<file path="config.mk">
export PLATFORM = sky130hd
export DESIGN_NAME = audio_adc_rx
export DESIGN_NICKNAME = d
export VERILOG_FILES = /design/src/rtl/audio_adc_rx.sv
export SDC_FILE = /design/constraint.sdc
export NUM_CORES = 1
export LEC_CHECK = 0
export ABC_AREA = 1
export BUFFER_PORTS_ARGS = -buffer_cell sky130_fd_sc_hd__buf_4
export CAP_MARGIN = 20
export CELL_PAD_IN_SITES_DETAIL_PLACEMENT = 1
export CELL_PAD_IN_SITES_GLOBAL_PLACEMENT = 2
export CORE_UTILIZATION = 33
export DETAILED_ROUTE_END_ITERATION = 12
export GPL_TIMING_DRIVEN = 0
export PLACE_DENSITY = 0.75
export RECOVER_POWER = 100
export SLEW_MARGIN = 20
export SYNTH_ARGS = -nofsm -noshare
export SYNTH_HDL_FRONTEND = slang
export SYNTH_SLANG_ARGS = --single-unit
</file>
<file path="constraint.sdc">
create_clock -name clk -period 2.4 [get_ports clk]
set_clock_uncertainty 0.2 [all_clocks]
set_input_delay 0.6 -clock clk [delete_from_list [all_inputs] [get_ports clk]]
set_output_delay 0.6 -clock clk [all_outputs]
set_load 0.05 [all_outputs]
</file>
<file path="src/rtl/audio_adc_rx.sv">
`default_nettype none
// ============================================================================
//  Module   : audio_adc_rx
//  Purpose  : WM8731 ADC serial receiver. This block deserialises the I2S
//             capture stream into {left,right} stereo words. The codec is
//             the bit and frame clock master.
//  Revision : 1.0 - initial release
// ============================================================================
module audio_adc_rx #(
    parameter int DATA_W = 16
) (
    input  logic                  clk,
    input  logic                  reset,
    input  logic                  en,
    input  logic                  aud_bclk,
    input  logic                  aud_adclrck,
    input  logic                  aud_adcdat,
    output logic [2*DATA_W-1:0]   sample_out,
    output logic                  sample_valid,
    output logic                  frame_err,
    output logic                  locked
);

    localparam int unsigned      c_CNT_W = $clog2(DATA_W + 1);
    localparam logic [c_CNT_W-1:0] c_LAST = c_CNT_W'(DATA_W - 1);

    localparam logic [2:0] S_IDLE    = 3'd0;
    localparam logic [2:0] S_L_SKIP  = 3'd1;
    localparam logic [2:0] S_L_SHIFT = 3'd2;
    localparam logic [2:0] S_L_WAIT  = 3'd3;
    localparam logic [2:0] S_R_SKIP  = 3'd4;
    localparam logic [2:0] S_R_SHIFT = 3'd5;
    localparam logic [2:0] S_R_WAIT  = 3'd6;

    logic [1:0]          r_bclk_sync;
    logic [1:0]          r_lr_sync;
    logic [1:0]          r_dat_sync;
    logic                r_bclk_d;
    logic                r_lr_d;

    logic [2:0]          r_state;
    logic [DATA_W-1:0]   r_shift;
    logic [c_CNT_W-1:0]  r_bitcnt;
    logic [DATA_W-1:0]   r_left;
    logic                r_left_ok;

    logic                w_bclk_rise;
    logic                w_lr_fall;
    logic                w_lr_rise;
    logic                w_dat;
    logic                w_last_bit;
    logic [DATA_W-1:0]   w_word_next;

    // Two-stage synchronisers on all three codec pins. A third register on
    // the clock lines allows edge detection with the same delay as the data.
    always_ff @(posedge clk) begin
        if (reset) begin
            r_bclk_sync <= '0;
            r_lr_sync   <= '0;
            r_dat_sync  <= '0;
            r_bclk_d    <= 1'b0;
            r_lr_d      <= 1'b0;
        end else begin
            r_bclk_sync <= {r_bclk_sync[0], aud_bclk};
            r_lr_sync   <= {r_lr_sync[0], aud_adclrck};
            r_dat_sync  <= {r_dat_sync[0], aud_adcdat};
            r_bclk_d    <= r_bclk_sync[1];
            r_lr_d      <= r_lr_sync[1];
        end
    end

    assign w_bclk_rise = r_bclk_sync[1] & ~r_bclk_d;
    assign w_lr_fall   = r_lr_d & ~r_lr_sync[1];
    assign w_lr_rise   = ~r_lr_d & r_lr_sync[1];
    assign w_dat       = r_dat_sync[1];
    assign w_last_bit  = (r_bitcnt == c_LAST);
    assign w_word_next = {r_shift[DATA_W-2:0], w_dat};

    // Frame-alignment FSM and output registers. LRCK edges land half a bit
    // clock away from bclk_rise, so the two are never seen in the same cycle.
    always_ff @(posedge clk) begin
        if (reset) begin
            r_state      <= S_IDLE;
            r_shift      <= '0;
            r_bitcnt     <= '0;
            r_left       <= '0;
            r_left_ok    <= 1'b0;
            sample_out   <= '0;
            sample_valid <= 1'b0;
            frame_err    <= 1'b0;
            locked       <= 1'b0;
        end else begin
            sample_valid <= 1'b0;
            frame_err    <= 1'b0;
            if (!en) begin
                // Partial frame is dropped silently; sample_out keeps its value.
                r_state   <= S_IDLE;
                r_shift   <= '0;
                r_bitcnt  <= '0;
                r_left_ok <= 1'b0;
                locked    <= 1'b0;
            end else begin
                case (r_state)
                    S_IDLE: begin
                        // Only a left-channel start can align a frame.
                        if (w_lr_fall) begin
                            r_state   <= S_L_SKIP;
                            r_left_ok <= 1'b0;
                            locked    <= 1'b1;
                        end
                    end
                    S_L_SKIP: begin
                        if (w_lr_rise) begin
                            frame_err <= 1'b1;
                            r_state   <= S_IDLE;
                            locked    <= 1'b0;
                        end else if (w_bclk_rise) begin
                            r_state  <= S_L_SHIFT;
                            r_bitcnt <= '0;
                            r_shift  <= '0;
                        end
                    end
                    S_L_SHIFT: begin
                        if (w_lr_rise) begin
                            // Short left word: realign on the right channel.
                            frame_err <= 1'b1;
                            r_state   <= S_R_SKIP;
                            r_left_ok <= 1'b0;
                        end else if (w_lr_fall) begin
                            frame_err <= 1'b1;
                            r_state   <= S_IDLE;
                            locked    <= 1'b0;
                        end else if (w_bclk_rise) begin
                            r_shift  <= w_word_next;
                            r_bitcnt <= r_bitcnt + c_CNT_W'(1);
                            if (w_last_bit) begin
                                r_left    <= w_word_next;
                                r_left_ok <= 1'b1;
                                r_state   <= S_L_WAIT;
                            end
                        end
                    end
                    S_L_WAIT: begin
                        if (w_lr_rise) begin
                            r_state <= S_R_SKIP;
                        end else if (w_lr_fall) begin
                            frame_err <= 1'b1;
                            r_state   <= S_IDLE;
                            locked    <= 1'b0;
                        end
                    end
                    S_R_SKIP: begin
                        if (w_lr_fall) begin
                            frame_err <= 1'b1;
                            r_state   <= S_IDLE;
                            locked    <= 1'b0;
                        end else if (w_bclk_rise) begin
                            r_state  <= S_R_SHIFT;
                            r_bitcnt <= '0;
                            r_shift  <= '0;
                        end
                    end
                    S_R_SHIFT: begin
                        if (w_lr_fall) begin
                            // Short right word: frame dropped, restart on left.
                            frame_err <= 1'b1;
                            r_state   <= S_L_SKIP;
                            r_left_ok <= 1'b0;
                        end else if (w_lr_rise) begin
                            frame_err <= 1'b1;
                            r_state   <= S_IDLE;
                            locked    <= 1'b0;
                        end else if (w_bclk_rise) begin
                            r_shift  <= w_word_next;
                            r_bitcnt <= r_bitcnt + c_CNT_W'(1);
                            if (w_last_bit) begin
                                // A frame is published only if its left word was whole.
                                if (r_left_ok) begin
                                    sample_out   <= {r_left, w_word_next};
                                    sample_valid <= 1'b1;
                                end
                                r_left_ok <= 1'b0;
                                r_state   <= S_R_WAIT;
                            end
                        end
                    end
                    S_R_WAIT: begin
                        if (w_lr_fall) begin
                            r_state   <= S_L_SKIP;
                            r_left_ok <= 1'b0;
                        end else if (w_lr_rise) begin
                            frame_err <= 1'b1;
                            r_state   <= S_IDLE;
                            locked    <= 1'b0;
                        end
                    end
                    default: begin
                        r_state <= S_IDLE;
                        locked  <= 1'b0;
                    end
                endcase
            end
        end
    end

endmodule
`default_nettype wire

</file>
* Word-level counts from Yosys, hierarchy flattened *
Cells that the tools add are included.

word-level totals
  register bits after elaboration = 84
  bits in latches = 0
  memory bits (writable) = 0
  ROM bits = 0
  input port bits = 6
  output and inout port bits = 35
  logic and storage cells = 132
  memories = 0

operators by class
  $add $sub $neg = 1
  multipliers = 0
  divide/modulo/power cells = 0
  magnitude comparators = 0
  equal/unequal tests = 31
  shifts and indexed selects = 0
  muxes and demuxes = 60
  bitwise gates (word level) = 12
  reductions and logical operators = 14

operators by type and width
  cell                                                              count
  16-bit two-way mux                                                8
  16-bit case mux with 4 select lines                               1
  3-bit two-way mux                                                 17
  5-bit two-way mux                                                 8
  3-bit inequality test (second input constant)                     10
  1-bit two-way mux                                                 21
  3-bit case mux with 7 select lines                                1
  5-bit case mux with 4 select lines                                1
  2-bit inequality test (second input constant)                     9
  4-bit inequality test (second input constant)                     4
  7-bit AND reduction                                               2
  3-bit == test (second input constant)                             3
  1-bit NOT                                                         9
  9-bit AND reduction                                               1
  8-bit AND reduction                                               1
  2-bit OR reduction                                                4
  7-bit OR reduction                                                1
  3-bit by 2-bit == test with 1-bit output (second input constant)  2
  1-bit case mux with 6 select lines                                1
  6-bit AND reduction                                               1
  5-bit by 1-bit adder with 5-bit output (second input constant)    1
  5-bit by 4-bit == test with 1-bit output (second input constant)  1
  1-bit case mux with 5 select lines                                1
  4-bit nonzero test                                                1
  other kinds (7)                                                   9

* Depth between registers and ports, before layout *
Gate-level depths: netlist (run 1).

  word-level depth = 6
  depth in mapped cells = 12
  mapped depth without buffers = 11

* Worst setup path after synthesis (run 1) *
No wires, ideal clock.

  path type = flip-flop to flip-flop
  from = register r_bitcnt[0]
  to = register sample_out[13]
  library setup time = 120 ps
  arrival time = 1705 ps
  required time = 2080 ps
  setup slack = 375 ps
  cell stages (with the launch flop) = 12
  path buffers = 2
  period minus slack after synthesis = 2025 ps
  cell sequence = dfxtp_1 ha_1 nand2_1 nor2_1 ha_1 inv_1 nor3_1 nand2_1 nor2_4 buf_6 buf_2 a21oi_1

on the way
  longest elaborated chain between the ends = 2

RTL lines
  what                                      RTL line  text
  from (decl)                               43        logic [c_CNT_W-1:0] r_bitcnt;
  from (signal assigned)                    135       r_bitcnt <= r_bitcnt + c_CNT_W'(1);
  from (signal assigned)                    175       r_bitcnt <= r_bitcnt + c_CNT_W'(1);
  5-bit by 4-bit == test with 1-bit output  76        assign w_last_bit = (r_bitcnt == c_LAST);
  7-bit AND reduction (no source line)      -
  to (signal assigned)                      179       sample_out <= {r_left, w_word_next};
  to (decl)                                 18        output logic [2*DATA_W-1:0] sample_out,

Every way passes these cells.
A chain may end at the register's enable or synchronous reset.

* Worst setup path after layout (run 1) *
  from = register r_bitcnt[1]
  to = register sample_out[28]

Same word-level chain as after synthesis.

==> Flow_metrics.wiki, run 1 <==
{| class="wikitable"
! Metric !! Value
|-
| Endpoint arrival time on the critical path || 2.27 ns
|-
| Net Sw Power || roughly 720 uW
|-
| Number of antenna violations at the first check in global routing || 0
|-
| Pint || 1839 uW
|-
| Worst-Margin Slew || between 0.6 and 0.7 ns
|-
| Final-layout fill cell count || around 1.4k
|-
| Number of global-route vias before repair || 3340
|-
| Endpoint of the lowest-slack register-to-register path || sample_out[28]
|-
| Overall overflow remaining after global route || 0
|-
| Status || finished clean
|-
| Leakage power || around 0.0018 uW
|-
| Share of layout cells above drive strength 1 || 0.1101
|-
| Startpoint class of the critical path || flip-flop
|-
| Power per cell area || 617.7 nW/um2
|-
| Count of warnings emitted by yosys || 0
|-
| CTS HTree Levels || 3
|-
| Max IR drop VDD || 0.2257 mV
|-
| Share of the synthesized area in the top cell type || 0.4589
|-
| Synth top cells by count || nand2_1, nor2_1, dfxtp_1
|-
| N_diodes || 0
|-
| Pre-antenna DRT Iters || 4
|-
| Global routing usage summed across all routing layers || 0.1981
|-
| I/O pin total || 41
|-
| Final Hold Viols || 0
|-
| Core Area || between 10000 and 15000 um2
|-
| Number of core rows || 37
|-
| Gate count of the mapped netlist || about 500
|-
| Startpoint of the most critical hold path || r_lr_sync[0]
|-
| Pin count of the biggest net entering global routing || 17
|-
| Initial detailed-routing violation count || 119
|-
| Post-layout minimum cycle time || 2.201 ns
|-
| Placed cell area || 4084 um2
|-
| Avg Cell Area, Syn || 7.256 um2
|-
| Cts-stage hold buffer count || 0
|-
| Clock network power share || 0.381
|-
| Routability Congestion || approximately 0.8
|-
| Final routed wirelength across all metal layers || between 10 and 15 mm
|-
| Clock Root Buffer || clkbuf_8
|-
| Worst Hold Path Cells || 2
|-
| Global-route wire length before repair || 17.34 mm
|-
| Number of sinks on the clock net || 83
|-
| Worst Path Required || 2.46 ns
|-
| Worst reg-to-reg path cell count || 12
|-
| Maximum fanout along the worst path || 10
|-
| Post-synthesis instance area || 3621 um2
|-
| Most instantiated library cell after synthesis || nand2_1
|-
| Fin area || 4144 um2
|-
| Number of buffer cells added on primary ports || 39
|-
| Number of DRC violations after detailed routing || 0
|-
| Detailed placement HPWL || 7.613 mm
|-
| Most used flip-flop cell after synthesis || dfxtp_1
|-
| Reg2reg start || r_bitcnt[1]
|-
| Full die area || 11400 um2
|-
| Fin Setup TNS || 0 ns
|-
| Layout Area Growth over Synthesis || 14.44%
|-
| Tcrit/Tclk final || 0.9173
|-
| Final count of negative-setup-slack endpoints || 0
|-
| Endpoint kind of the worst setup timing path || flip-flop
|-
| Register-to-register path setup slack || 0.20 ns
|-
| DR WL/cell || 15.17 um
|-
| Final net count || 561
|-
| Number of buffers created by CTS || 9
|-
| Number of nets produced by synthesis || between 500 and 600
|-
| Unrepaired setup endpoints after global routing || no
|-
| Seq/Total Area, Yosys || 0.4589
|-
| Number of nets with antenna violations after routing || 0
|-
| Fraction of power spent switching nets || 0.2816
|-
| Proportion of synthesized flip-flops having asynchronous set or reset || 0
|-
| Most area-hungry cell type in the Yosys netlist || dfxtp_1
|-
| Relative max-transition margin || 0.5593
|-
| Power share of the sequential group || 0.545
|-
| Number of setup buffers added after CTS || 0
|-
| Maximum capacitance violations || 0
|-
| Hold WC Path Type || reg -> reg
|-
| Vias per cell || 4.878
|-
| Final Slew Violations || 0
|-
| Number of unique standard cell types used by synthesis || 24
|-
| Die boundary width || 106.8 um
|-
| Register bit total from synthesis || 83
|-
| Upper clock frequency limit || about 450 MHz
|-
| Effective utilization at floorplan || 0.3461
|-
| Number of vias after detailed routing || ~3.4k
|-
| Synth area leaders || dfxtp_1, nand2_1, nor2_1
|-
| Combinational cell fraction of total power || 0.074
|-
| Endpoint, Worst Hold || r_lr_sync[1]
|-
| Number of buffers between clock root and the deepest sink || 2
|-
| Number of flops mapped to enable cells by yosys || 0
|-
| CTS tree || done
|-
| Clock latency reported for the late side of the worst-skew pair || 0.36 ns
|-
| Critical path start-end classification || reg -> reg
|-
| Overall die height || 106.8 um
|-
| Clock slew at the register clock pins of the worst setup and hold paths || 0.09 ns
|}
==> state kept, by name, indices dropped and copies added, names as in the netlist <==
signal,cells
r_bclk_sync,2
r_lr_d,1
r_shift,15
sample_out,32
r_left,16
sample_valid,1
r_lr_sync,2
r_state,3
r_bitcnt,5
r_bclk_d,1
locked,1
r_dat_sync,2
frame_err,1
r_left_ok,1
==> cell usage in the layout (no fill, tap or decap), drive strengths merged <==
cell	netlist	layout
nand2	92	92
nor2	90	90
dfxtp	83	83
inv	58	62
o21ai	58	58
clkbuf	8	55
a21oi	47	47
buf	19	20
nand4	18	18
nand3	15	15
ha	6	6
nor3	3	3
clkinv	0	2
a31oi	1	1
o22ai	1	1
clkinvlp	0	1
==> worst max-delay path, cell delays in order, from the launching register on <==
cell and delay [ns]:
dfxtp_2 0.36, ha_1 0.17, nand2_1 0.07, nor2_1 0.13
ha_2 0.21, inv_1 0.08, nor3_4 0.15, nand2_1 0.13
nor2_4 0.13, inv_2 0.10, buf_2 0.19, nor2_1 0.12
nor2_1 0.06
==> worst max path at each step <==
stage                     cells past startpoint  slack (ns)              to         from
after floorplan                              11        0.38  sample_out[13]  r_bitcnt[0]
after detailed placement                     11       -0.17   sample_out[5]  r_bitcnt[1]
after global placement                       11       -0.12  sample_out[13]  r_bitcnt[1]
after global routing                         11        0.01      r_left[10]  r_bitcnt[1]
after CTS                                    12        0.02  sample_out[28]  r_bitcnt[1]
final                                        12        0.20  sample_out[28]  r_bitcnt[1]
==> per-stage QoR <==
stage | worst slack (ns) | instances | hold WS [ns] | util | total power [uW]
floorplan | 0.3752 | 499 | 0.1883 | - | 1562
global placement | -0.1164 | 674 | 0.1931 | 0.3903 | 1616
detailed placement | -0.1669 | 674 | 0.1986 | 0.3903 | 1619
CTS | 0.01942 | 690 | 0.2077 | 0.4085 | 2604
global route | 0.01065 | 690 | 0.2282 | 0.3961 | 2673
finish | 0.1985 | 690 | 0.2042 | 0.3961 | 2560
==> power by group through the flow <==
stage | combinational [uW] | clock (uW) | sequential [uW]
after floorplan | 133 | 0 | 1430
after global placement | 188 | 0 | 1430
after detailed placement | 190 | 0 | 1430
after CTS | 191 | 1020 | 1400
after global routing | 212 | 1060 | 1400
final | 188 | 976 | 1400
==> cells by family after synthesis <==
logic type | after synthesis | share of synthesized area
AOI/OAI and AO/OA | 107 | 0.1486
adders and majority gates | 6 | 0.02073
buffers and inverters | 85 | 0.1099
DFF | 83 | 0.4589
and+or+nand+nor | 218 | 0.2619
==> per-layer routing <==
layer  GRT usage  share of wire
met5           0              0
met4     0.06751          0.012
met3     0.02736          0.030
met2      0.3101           0.45
met1      0.2783           0.51
==> final cells by class <==
| cell class | instances | area, um2 | area share |
|---|---|---|---|
| Multi-Input combinational cell | 331 | 1575 | 0.3801 |
| Timing Repair Buffer | 39 | 161.4 | 0.03895 |
| Tap cell | 136 | 170.2 | 0.04106 |
| Clock buffer | 9 | 123.9 | 0.02989 |
| Inverter | 58 | 222.7 | 0.05374 |
| Clock inverter | 7 | 58.81 | 0.01419 |
| Buffer | 27 | 167.7 | 0.04046 |
| Sequential cell | 83 | 1664 | 0.4016 |
==> what timing repair did <==
action | 4_1_cts | 5_1_grt
hold endpoints to repair | 0 | 0
endpoints found under the setup margin | 41 | 47
pin swaps | 0 | 1
gates resized for setup | 2 | 5
Power figures use the tool's default switching activity.
==> run 2, diff against run 1 <==
GPL_TIMING_DRIVEN = 1   (was 0)
==> run 2 against run 1 <==
  * Non-clock buffer count fell by 8
  * Critical path type unchanged
  * Register-to-register slack got worse by 0.03 ns
  * Die area did not move
  * Fmax fell by 1.2%
  * Cell count fell by 1.2%
  * Design area rose by 0.85%
  * Clock power fell by 2%
  * Sequential power barely moved
  * First-iteration DRC count fell by 8.4%
  * Routed wire length fell by 7.9%
  * Core utilization rose by 0.33 points
  * Highest routed layer unchanged
==> Flow_metrics.wiki, run 2 (synthesis results as in run 1) <==
{| class="wikitable"
! Metric !! Value
|-
| Status || finished clean
|-
| CP most frequent cell || ha_2
|-
| Startpoint class of the critical path || flip-flop
|-
| Commonest cells after routing, fill and taps aside || nand2_1, nor2_1, dfxtp_1
|-
| Routability Congestion || 0.8302
|-
| Number of standard cells in the final layout excluding fillers || 682
|-
| Number of buffer cells added on primary ports || 40
|-
| Max IR drop VDD || 0.2424 mV
|-
| Number of DRC violations after detailed routing || 0
|-
| N_diodes || 0
|-
| Critical path start-end classification || reg -> reg
|-
| Worst-path cell chain || ha_2, nand2_1, nor2_1, ha_2, inv_1, nor3_4, nand2_2, nor2_4, buf_4, buf_6, o21ai_0, a21oi_1
|-
| Cell with the biggest individual delay on the critical path || dfxtp_1
|-
| Final routed wirelength across all metal layers || between 9 and 10 mm
|-
| Largest Register || sample_out
|-
| Overall overflow remaining after global route || 0
|-
| Clock latency reported for the late side of the worst-skew pair || 0.36 ns
|-
| Most frequent standard cell in the layout excluding fill and tap cells || nand2_1
|-
| Final net count || about 550
|-
| Upper clock frequency limit || around 450 MHz
|-
| Core Area || 10460 um2
|-
| Flip-flop count of the largest register after layout || 32
|-
| Worst Path Required || 2.49 ns
|-
| Number of vias after detailed routing || 3302
|-
| Endpoint kind of the worst setup timing path || flip-flop
|-
| Global routing usage summed across all routing layers || 0.1791
|-
| Fin Setup TNS || 0 ns
|-
| Final Hold Viols || 0
|-
| Layout Area Growth over Synthesis || 15.41%
|-
| Final Hold Slack || 0.2064 ns
|-
| Cts-stage hold buffer count || 0
|-
| I/O pin total || 41
|-
| Number of buffers created by CTS || 9
|-
| Largest regs || sample_out (32), r_left (16), r_shift (15)
|-
| Initial detailed-routing violation count || approximately 110
|-
| Pin count of the biggest net entering global routing || 44
|-
| Full die area || 11400 um2
|-
| Post-layout minimum cycle time || 2.228 ns
|-
| Number of buffers between clock root and the deepest sink || 2
|-
| Die boundary width || between 100 and 150 um
|-
| Number of nets with antenna violations after routing || 0
|-
| CTS HTree Levels || 3
|-
| Number of core rows || 37
|-
| Maximum fanout along the worst path || 16
|-
| Number of global-route vias before repair || around 3.2k
|-
| DR WL/cell || 14.15 um
|-
| Pre-antenna DRT Iters || 4
|-
| CTS tree || done
|-
| Max stage delay on crit path || 0.35 ns
|-
| Buffers plus inverters on the worst setup path || 3
|-
| Clock slew at the register clock pins of the worst setup and hold paths || 0.09 ns
|-
| Vias per cell || 4.842
|-
| Clock Root Buffer || clkbuf_8
|-
| Maximum capacitance violations || 0
|-
| Share of layout cells above drive strength 1 || 0.1117
|-
| Worst-Margin Slew || 0.6347 ns
|-
| Global-route wire length before repair || around 16 mm
|-
| Overall die height || between 100 and 150 um
|-
| Final count of negative-setup-slack endpoints || 0
|-
| Detailed placement HPWL || ~6.6 mm
|-
| Endpoint arrival time on the critical path || 2.32 ns
|-
| Final-layout fill cell count || 1356
|-
| Hold WC Path Type || reg -> reg
|-
| Number of sinks on the clock net || 83
|-
| Relative max-transition margin || 0.5787
|-
| Register-to-register path setup slack || 0.17 ns
|-
| Placed instance count || 662
|-
| Power per cell area || between 600 and 700 nW/um2
|-
| Tcrit/Tclk final || 0.9285
|-
| Effective utilization at floorplan || 0.3461
|-
| Leakage power || roughly 0.0018 uW
|-
| Final Slew Violations || 0
|-
| Final Power || around 2500 uW
|-
| Number of antenna violations at the first check in global routing || 0
|-
| Cell type group with the largest total delay on the critical path || simple AND/OR/NAND/NOR gates
|}
## run 2: path summary, 6_finish.rpt
| path | end | from | cells past startpoint |
|---|---|---|---|
| hold / removal | r_lr_sync[1] | r_lr_sync[0] | 2 |
| setup / recovery | sample_out[6] | r_bitcnt[0] | 12 |
| setup reg to reg | sample_out[6] | r_bitcnt[0] | 12 |
| hold reg to reg | r_lr_sync[1] | r_lr_sync[0] | 2 |
## run 2: worst min-delay path, cell delays in order (launching register included)
cell and delay, ns:
dfxtp_1 0.31, inv_1 0.04, nor2_1 0.03
## run 2: repair_timing
item / CTS / global route
resized for setup: 0 / 9
buffers inserted: 0 / 3
hold endpoints to repair: 0 / 0
endpoints found under the setup margin: 0 / 42
## run 2: power by group
group          switching (uW)  internal (uW)
combinational             123           56.8
sequential               14.1           1390
clock                     568            392
total                     705           1840
## run 2: cell type report
| type | count | area [um2] | area share |
|---|---|---|---|
| Tap cell | 136 | 170.2 | 0.04072 |
| Timing Repair Buffer | 58 | 359.1 | 0.08593 |
| Clock buffer | 9 | 123.9 | 0.02964 |
| Multi-Input combinational cell | 331 | 1580 | 0.3781 |
| Inverter | 58 | 225.2 | 0.05389 |
| Clock inverter | 7 | 57.56 | 0.01377 |
| Sequential cell | 83 | 1663 | 0.3979 |
## run 2: per-stage QoR
step | area [um2] | setup slack [ns] | utilization
final | 4179 | 0.1716 | 0.3994
after global placement | 4059 | 0.2321 | 0.3879
after detailed placement | 4059 | 0.05067 | 0.3879
after global routing | 4179 | -0.01502 | 0.3994
after floorplan | 3621 | 0.3752 | -
after CTS | 4240 | 0.001626 | 0.4053
## run 2: layer usage
metal,part of all wire,global-route usage
met1,0.50,0.2449
met2,0.46,0.2816
met3,0.027,0.03526
met4,0.013,0.05871
met5,0,0
